===== src/rtl/ps2_rx_history_if.sv =====
// PS/2 receiver bus: raw pins and clear in, decoded code/history/status out.
interface ps2_rx_history_if #(
  parameter int HIST_DEPTH = 3
);
  logic                                ps2_clk;
  logic                                ps2_dat;
  logic                                clear_hist;
  logic                                code_valid;
  logic [7:0]                          code;
  logic                                code_ext;
  logic                                code_break;
  logic [8*HIST_DEPTH-1:0]             history;
  logic [$clog2(HIST_DEPTH+1)-1:0]     hist_count;
  logic                                parity_err;
  logic                                frame_err;
  logic                                busy;

  modport master (
    output ps2_clk, ps2_dat, clear_hist,
    input  code_valid, code, code_ext, code_break, history, hist_count,
           parity_err, frame_err, busy
  );

  modport slave (
    input  ps2_clk, ps2_dat, clear_hist,
    output code_valid, code, code_ext, code_break, history, hist_count,
           parity_err, frame_err, busy
  );
endinterface


===== src/rtl/ps2_rx_history.sv =====
// PS/2 keyboard receiver: synchronised pins, 11-bit frame decode with parity,
// stop and timeout checks, E0/F0 prefix folding and a make-code history.
module ps2_rx_history #(
  parameter int HIST_DEPTH     = 3,
  parameter int SYNC_STAGES    = 2,
  parameter int TIMEOUT_CYCLES = 50000
) (
  input logic              CLOCK_50,
  input logic              resetn,
  ps2_rx_history_if.slave  bus
);
  localparam int CW = $clog2(HIST_DEPTH+1);
  localparam int TW = $clog2(TIMEOUT_CYCLES);
  localparam logic [TW-1:0] TMO_MAX = TW'(TIMEOUT_CYCLES-1);
  localparam logic [CW-1:0] CNT_MAX = CW'(HIST_DEPTH);

  typedef enum logic [1:0] {IDLE, DATA, PARITY, STOP} state_t;

  state_t                     state, next;
  logic [SYNC_STAGES-1:0]     clk_sync, dat_sync;
  logic                       prev_clk;
  logic                       sync_clk, sync_dat, fall;
  logic [2:0]                 bit_cnt;
  logic [7:0]                 shreg;
  logic                       par_bit;
  logic [TW-1:0]              tmo;
  logic                       ext_pend, brk_pend;
  logic [7:0]                 code_q;
  logic                       ext_q, brk_q, valid_q, perr_q, ferr_q;
  logic [HIST_DEPTH-1:0][7:0] hist;
  logic [CW-1:0]              cnt;
  logic                       perr, ferr, accept, is_prefix, push;

  assign sync_clk = clk_sync[SYNC_STAGES-1];
  assign sync_dat = dat_sync[SYNC_STAGES-1];
  assign fall     = prev_clk & ~sync_clk;

  // Idle bus is high, so the synchroniser resets to 1 to avoid a false fall.
  always_ff @(posedge CLOCK_50) begin
    if (!resetn) begin
      clk_sync <= '1;
      dat_sync <= '1;
      prev_clk <= 1'b1;
    end else begin
      clk_sync <= {clk_sync[SYNC_STAGES-2:0], bus.ps2_clk};
      dat_sync <= {dat_sync[SYNC_STAGES-2:0], bus.ps2_dat};
      prev_clk <= sync_clk;
    end
  end

  always_ff @(posedge CLOCK_50) begin
    if (!resetn) state <= IDLE;
    else         state <= next;
  end

  always_comb begin
    next   = state;
    perr   = 1'b0;
    ferr   = 1'b0;
    accept = 1'b0;
    if (state != IDLE && !fall && tmo == TMO_MAX) begin
      next = IDLE;
      ferr = 1'b1;
    end else if (fall) begin
      case (state)
        IDLE:    if (!sync_dat) next = DATA;
        DATA:    if (bit_cnt == 3'd7) next = PARITY;
        PARITY:  next = STOP;
        STOP: begin
          next = IDLE;
          if (!sync_dat)                 ferr   = 1'b1;
          else if (par_bit != ~^shreg)   perr   = 1'b1;
          else                           accept = 1'b1;
        end
        default: next = IDLE;
      endcase
    end
  end

  assign is_prefix = (shreg == 8'hE0) || (shreg == 8'hF0);
  assign push      = accept && !is_prefix && !brk_pend;

  always_ff @(posedge CLOCK_50) begin
    if (!resetn) begin
      bit_cnt  <= '0;
      shreg    <= '0;
      par_bit  <= 1'b0;
      tmo      <= '0;
      ext_pend <= 1'b0;
      brk_pend <= 1'b0;
      code_q   <= '0;
      ext_q    <= 1'b0;
      brk_q    <= 1'b0;
      valid_q  <= 1'b0;
      perr_q   <= 1'b0;
      ferr_q   <= 1'b0;
      hist     <= '0;
      cnt      <= '0;
    end else begin
      tmo     <= (fall || state == IDLE) ? '0 : tmo + 1'b1;
      valid_q <= 1'b0;
      perr_q  <= perr;
      ferr_q  <= ferr;

      if (fall && state == IDLE) bit_cnt <= '0;
      if (fall && state == DATA) begin
        shreg[bit_cnt] <= sync_dat;
        bit_cnt        <= bit_cnt + 3'd1;
      end
      if (fall && state == PARITY) par_bit <= sync_dat;

      if (perr || ferr) begin
        ext_pend <= 1'b0;
        brk_pend <= 1'b0;
      end else if (accept) begin
        if (shreg == 8'hE0)      ext_pend <= 1'b1;
        else if (shreg == 8'hF0) brk_pend <= 1'b1;
        else begin
          code_q   <= shreg;
          ext_q    <= ext_pend;
          brk_q    <= brk_pend;
          valid_q  <= 1'b1;
          ext_pend <= 1'b0;
          brk_pend <= 1'b0;
        end
      end

      // A push coinciding with clear leaves just the new code.
      if (bus.clear_hist) begin
        hist <= '0;
        cnt  <= '0;
        if (push) begin
          hist[0] <= shreg;
          cnt     <= CW'(1);
        end
      end else if (push) begin
        for (int i = HIST_DEPTH-1; i > 0; i--) hist[i] <= hist[i-1];
        hist[0] <= shreg;
        if (cnt != CNT_MAX) cnt <= cnt + 1'b1;
      end
    end
  end

  assign bus.code_valid = valid_q;
  assign bus.code       = code_q;
  assign bus.code_ext   = ext_q;
  assign bus.code_break = brk_q;
  assign bus.history    = hist;
  assign bus.hist_count = cnt;
  assign bus.parity_err = perr_q;
  assign bus.frame_err  = ferr_q;
  assign bus.busy       = (state != IDLE);
endmodule


===== src/flat_wrapper.sv =====
// flat-port wrapper written by rule: the top's interface ports become plain ports
module ps2_rx_history_flat 
#(
  parameter int HIST_DEPTH     = 3,
  parameter int SYNC_STAGES    = 2,
  parameter int TIMEOUT_CYCLES = 50000
)
  (CLOCK_50, resetn, bus_ps2_clk, bus_ps2_dat, bus_clear_hist, bus_code_valid, bus_code, bus_code_ext, bus_code_break, bus_history, bus_hist_count, bus_parity_err, bus_frame_err, bus_busy);
  ps2_rx_history_if #(.HIST_DEPTH(HIST_DEPTH)) bus_i ();
  input logic CLOCK_50;
  input logic resetn;
  input wire logic [$bits(bus_i.ps2_clk)-1:0] bus_ps2_clk;
  input wire logic [$bits(bus_i.ps2_dat)-1:0] bus_ps2_dat;
  input wire logic [$bits(bus_i.clear_hist)-1:0] bus_clear_hist;
  output wire logic [$bits(bus_i.code_valid)-1:0] bus_code_valid;
  output wire logic [$bits(bus_i.code)-1:0] bus_code;
  output wire logic [$bits(bus_i.code_ext)-1:0] bus_code_ext;
  output wire logic [$bits(bus_i.code_break)-1:0] bus_code_break;
  output wire logic [$bits(bus_i.history)-1:0] bus_history;
  output wire logic [$bits(bus_i.hist_count)-1:0] bus_hist_count;
  output wire logic [$bits(bus_i.parity_err)-1:0] bus_parity_err;
  output wire logic [$bits(bus_i.frame_err)-1:0] bus_frame_err;
  output wire logic [$bits(bus_i.busy)-1:0] bus_busy;
  assign bus_i.ps2_clk = bus_ps2_clk;
  assign bus_i.ps2_dat = bus_ps2_dat;
  assign bus_i.clear_hist = bus_clear_hist;
  assign bus_code_valid = bus_i.code_valid;
  assign bus_code = bus_i.code;
  assign bus_code_ext = bus_i.code_ext;
  assign bus_code_break = bus_i.code_break;
  assign bus_history = bus_i.history;
  assign bus_hist_count = bus_i.hist_count;
  assign bus_parity_err = bus_i.parity_err;
  assign bus_frame_err = bus_i.frame_err;
  assign bus_busy = bus_i.busy;
  ps2_rx_history #(.HIST_DEPTH(HIST_DEPTH), .SYNC_STAGES(SYNC_STAGES), .TIMEOUT_CYCLES(TIMEOUT_CYCLES)) u_core (.CLOCK_50(CLOCK_50), .resetn(resetn), .bus(bus_i));
endmodule

===== config.mk =====
export PLATFORM = sky130hd
export DESIGN_NAME = ps2_rx_history_flat
export DESIGN_NICKNAME = d
export VERILOG_FILES = /design/src/rtl/ps2_rx_history_if.sv /design/src/rtl/ps2_rx_history.sv /design/src/flat_wrapper.sv
export SDC_FILE = /design/constraint.sdc
export NUM_CORES = 1
export LEC_CHECK = 0
export CAP_MARGIN = 20
export CORE_MARGIN = 2
export CORE_UTILIZATION = 45
export CTS_CLUSTER_SIZE = 10
export DETAILED_ROUTE_END_ITERATION = 8
export GPL_ROUTABILITY_DRIVEN = 0
export GPL_TIMING_DRIVEN = 0
export PLACE_DENSITY = 0.7
export SYNTH_ARGS = -nofsm -noshare
export SYNTH_HDL_FRONTEND = slang
export SYNTH_SLANG_ARGS = --single-unit

===== constraint.sdc =====
create_clock -name CLOCK_50 -period 2.2 [get_ports CLOCK_50]
set_clock_uncertainty 0.2 [all_clocks]
set_input_delay 0.44 -clock CLOCK_50 [delete_from_list [all_inputs] [get_ports CLOCK_50]]
set_output_delay 0.44 -clock CLOCK_50 [all_outputs]
set_load 0.05 [all_outputs]

==> metrics <==
top fanout value on the critical path=6; failing checks=negative setup slack; RSZ-0062 raised after global routing=yes; launch point of the worst reg-to-reg path=u_core.shreg[1]; Crit Reg-Reg Endpoint=u_core.bus.history[3]; post-synth top area cell=dfxtp_1; CTS Buf Count=9; Pleak=1.591 nW; CP top delay family=XOR/XNOR gates; number of synthesized register bits=76; DRT Pass-1 Iters=4; wire length per cell=13.60 µm; Critical Path End=u_core.bus.history[3]; Top FF cell, synth=dfxtp_1; Initial Utilization=46.92%; Gate Count Post-Synth=roughly 350; DRT iter0 DRCs=134; Worst Setup Path Type=reg2reg; worst min-delay path category=reg2reg; vias post-DR=between 2000 and 3000; status=finished with violations; Crit. End Element=flip-flop; commonest non-fill, non-tap cells in the layout=69 x dfxtp_1, 44 x nand2_1, 41 x nor2_1; DP HPWL=4995 µm; Area Growth Syn to Fin=32.45%; Synth Cell Area=3223 µm²; cell-internal power=2.156 mW; Worst Path Buf+Inv=2; Max Transition Viols Final=0; clk sinks=76; pre-CTS setup slack=-0.4897 ns; final hold violation count=0; DRC Markers=0; Register Area=1535 µm²; CTS root buf=clkbuf_8; Max-Cap Viols=0; worst r2r path cells=7; min Tclk post-route=2.210 ns; cell count along the critical path=7; Total Power=2.729 mW; first-pass GRT wire length=about 12000 µm; fmax=452.6 MHz; switch share=21.01%; final wirelength=roughly 7000 µm; most common cell after layout, fill and taps aside=dfxtp_1; H-tree Lvls=3; Worst Setup SP=u_core.shreg[1]; placed inst area=around 3800 µm²; Cell Count Post-Placement=492; Slew @ Worst Pin=approximately 0.57 ns; fin cells=517; core area=6869 µm²; worst vdd ir=524.0 µV; CP arrival=~2.2 ns; TNS Setup=-0.01328 ns; largest net degree at the start of global routing=15; Multi-input gate area=1670 µm²; WP data required=about 2.2 ns; Tot GR Track Use=19.23%; Final #Nets=around 430; die area=7855 µm²; Clk pwr share=47.4%; CP startpoint kind=flip-flop; count of input and output buffers=44; Die W=88.63 µm; fraction of registers with async set/reset=0%; EDFF count, synth=0; boundary pin count=45; Seq pwr share=between 50% and 60%; Syn Area/Cell=approximately 9 µm²; layout cells sized above 1=about 14%; Hold WS=0.2138 ns; TritonCTS clock tree=built; Fillers=about 600; Pwr Density=639.2 nW/µm²; Setup violations, final=4; Std-Cell Rows=30; CTS Buffer Depth=2; die height=88.63 µm; syn nets=370; Seq/Total Area, Yosys=47.20%; Comb pwr share=2.0%; Post-Layout Inst Area=4269 µm²; final period utilization=100.4%; CP cell instances=inv_2 -> ha_4 -> xnor3_2 -> xnor2_4 -> or3_4 -> buf_12 -> mux2i_1; Post-DRT Antenna Nets=0; Vias/cell=5.159; yosys warns=0; initial antenna violation count=0; CTS clk-pin slew, worst paths=0.09 ns; Unique masters post-synth=41; # diodes=0; top post-synthesis cells by area=dfxtp_1 47%, mux2i_1 9.9%, nand2_1 5.1%, ha_1 5.0%, nor2_1 4.9%; Final WS setup=-0.009588 ns; slowest cell delay on critical path=0.42 ns; critical path's slowest cell=or3_4; internal reg-to-reg setup slack=-0.01 ns; P_sw=573.2 µW; GRT overflow=0; vias in the first global route=2572; Slew headroom=between 60% and 70%; clock latency on the worst-skew pair=0.35 ns; Synth top area share=47.20%; fin util=62.15%
area by class of cell:
| cell class | count | area share (%) |
|---|---|---|
| multi-input combinational | 246 | 39.13 |
| sequential | 76 | 35.96 |
| timing repair buffer | 56 | 13.22 |
| clock buffer | 9 | 2.902 |
| clock inverter | 7 | 2.902 |
| tap | 96 | 2.814 |
| buffer | 15 | 2.022 |
| inverter | 12 | 1.055 |
routing by layer:
layer  GRT usage [%]  part of all wire [%]  up-vias
met3           4.198                   3.4       16
li1                -                     -     1334
met1           24.30                    47     1258
met4           10.33                   2.5        0
met5               0                     0        -
met2           30.66                    47       59
how the worst min path moves through the flow:
stage                         endpoint  cells past startpoint               start  slack, ns
floorplan           u_core.clk_sync[1]                      1  u_core.clk_sync[0]       0.19
global placement    u_core.clk_sync[1]                      1  u_core.clk_sync[0]       0.19
detailed placement  u_core.clk_sync[1]                      1  u_core.clk_sync[0]       0.20
CTS                 u_core.clk_sync[1]                      1  u_core.clk_sync[0]       0.22
global route        u_core.clk_sync[1]                      1  u_core.clk_sync[0]       0.23
finish              u_core.clk_sync[1]                      1  u_core.clk_sync[0]       0.21
timing repair:
action,4_1_cts,5_1_grt
pin swaps,1,2
hold buffers,0,0
resized for setup,27,24
endpoints found under the setup margin,41,54
cloned,1,0
hold endpoints to repair,0,0
setup buffers,10,1
kinds of logic after synthesis:
group                    share of synthesized area [%]
AND/OR/NAND/NOR                                  21.74
adder cells (fa/ha/maj)                          5.047
AO/OA/AOI/OAI                                    6.755
buffers and inverters                            3.998
multiplexers                                     9.938
XOR/XNOR                                         5.318
flip-flops                                       47.20
sequential cells by signal, summed over array words and instances, names as in the netlist:
| name | cells |
|---|---|
| u_core.bus.history | 24 |
| u_core.tmo | 16 |
| u_core.bus.code | 8 |
| u_core.shreg | 8 |
| u_core.bit_cnt | 3 |
| u_core.bus.hist_count | 2 |
| u_core.clk_sync | 2 |
| u_core.dat_sync | 2 |
| u_core.state | 2 |
| u_core.brk_pend | 1 |
| u_core.bus.code_break | 1 |
| u_core.bus.code_ext | 1 |
| u_core.bus.code_valid | 1 |
| u_core.bus.frame_err | 1 |
| u_core.bus.parity_err | 1 |
| u_core.ext_pend | 1 |
| u_core.par_bit | 1 |
| u_core.prev_clk | 1 |
worst register-to-register path: stages, from the launching register on:
cell and delay [ns]:
dfxtp_4 0.36, inv_2 0.04, ha_4 0.25, xnor3_2 0.38
xnor2_4 0.16, or3_4 0.42, buf_12 0.17, mux2i_1 0.11
Yosys cell counts, types with 3 or more instances:
| master | n |
|---|---|
| dfxtp_1 | 76 |
| nand2_1 | 44 |
| nor2_1 | 42 |
| mux2i_1 | 32 |
| nand3_1 | 18 |
| a21oi_1 | 15 |
| clkbuf_1 | 14 |
| o21ai_0 | 14 |
| xnor2_1 | 14 |
| ha_1 | 13 |
| inv_1 | 11 |
| nor3_1 | 7 |
| nor4_1 | 7 |
| nand2b_1 | 6 |
| nand4_1 | 5 |
| nand3b_1 | 4 |
| xor2_1 | 3 |
power groups by stage:
| stage | sequential (mW) | clock (mW) | combinational [mW] |
|---|---|---|---|
| 2_1_floorplan | 1.41 | 0 | 0.0313 |
| 3_3_place_gp | 1.41 | 0 | 0.0519 |
| 3_5_place_dp | 1.41 | 0 | 0.0521 |
| 4_1_cts | 1.38 | 1.32 | 0.0534 |
| 5_1_grt | 1.38 | 1.37 | 0.0608 |
| 6_report | 1.38 | 1.29 | 0.0547 |
Power figures use the tool's default switching activity.
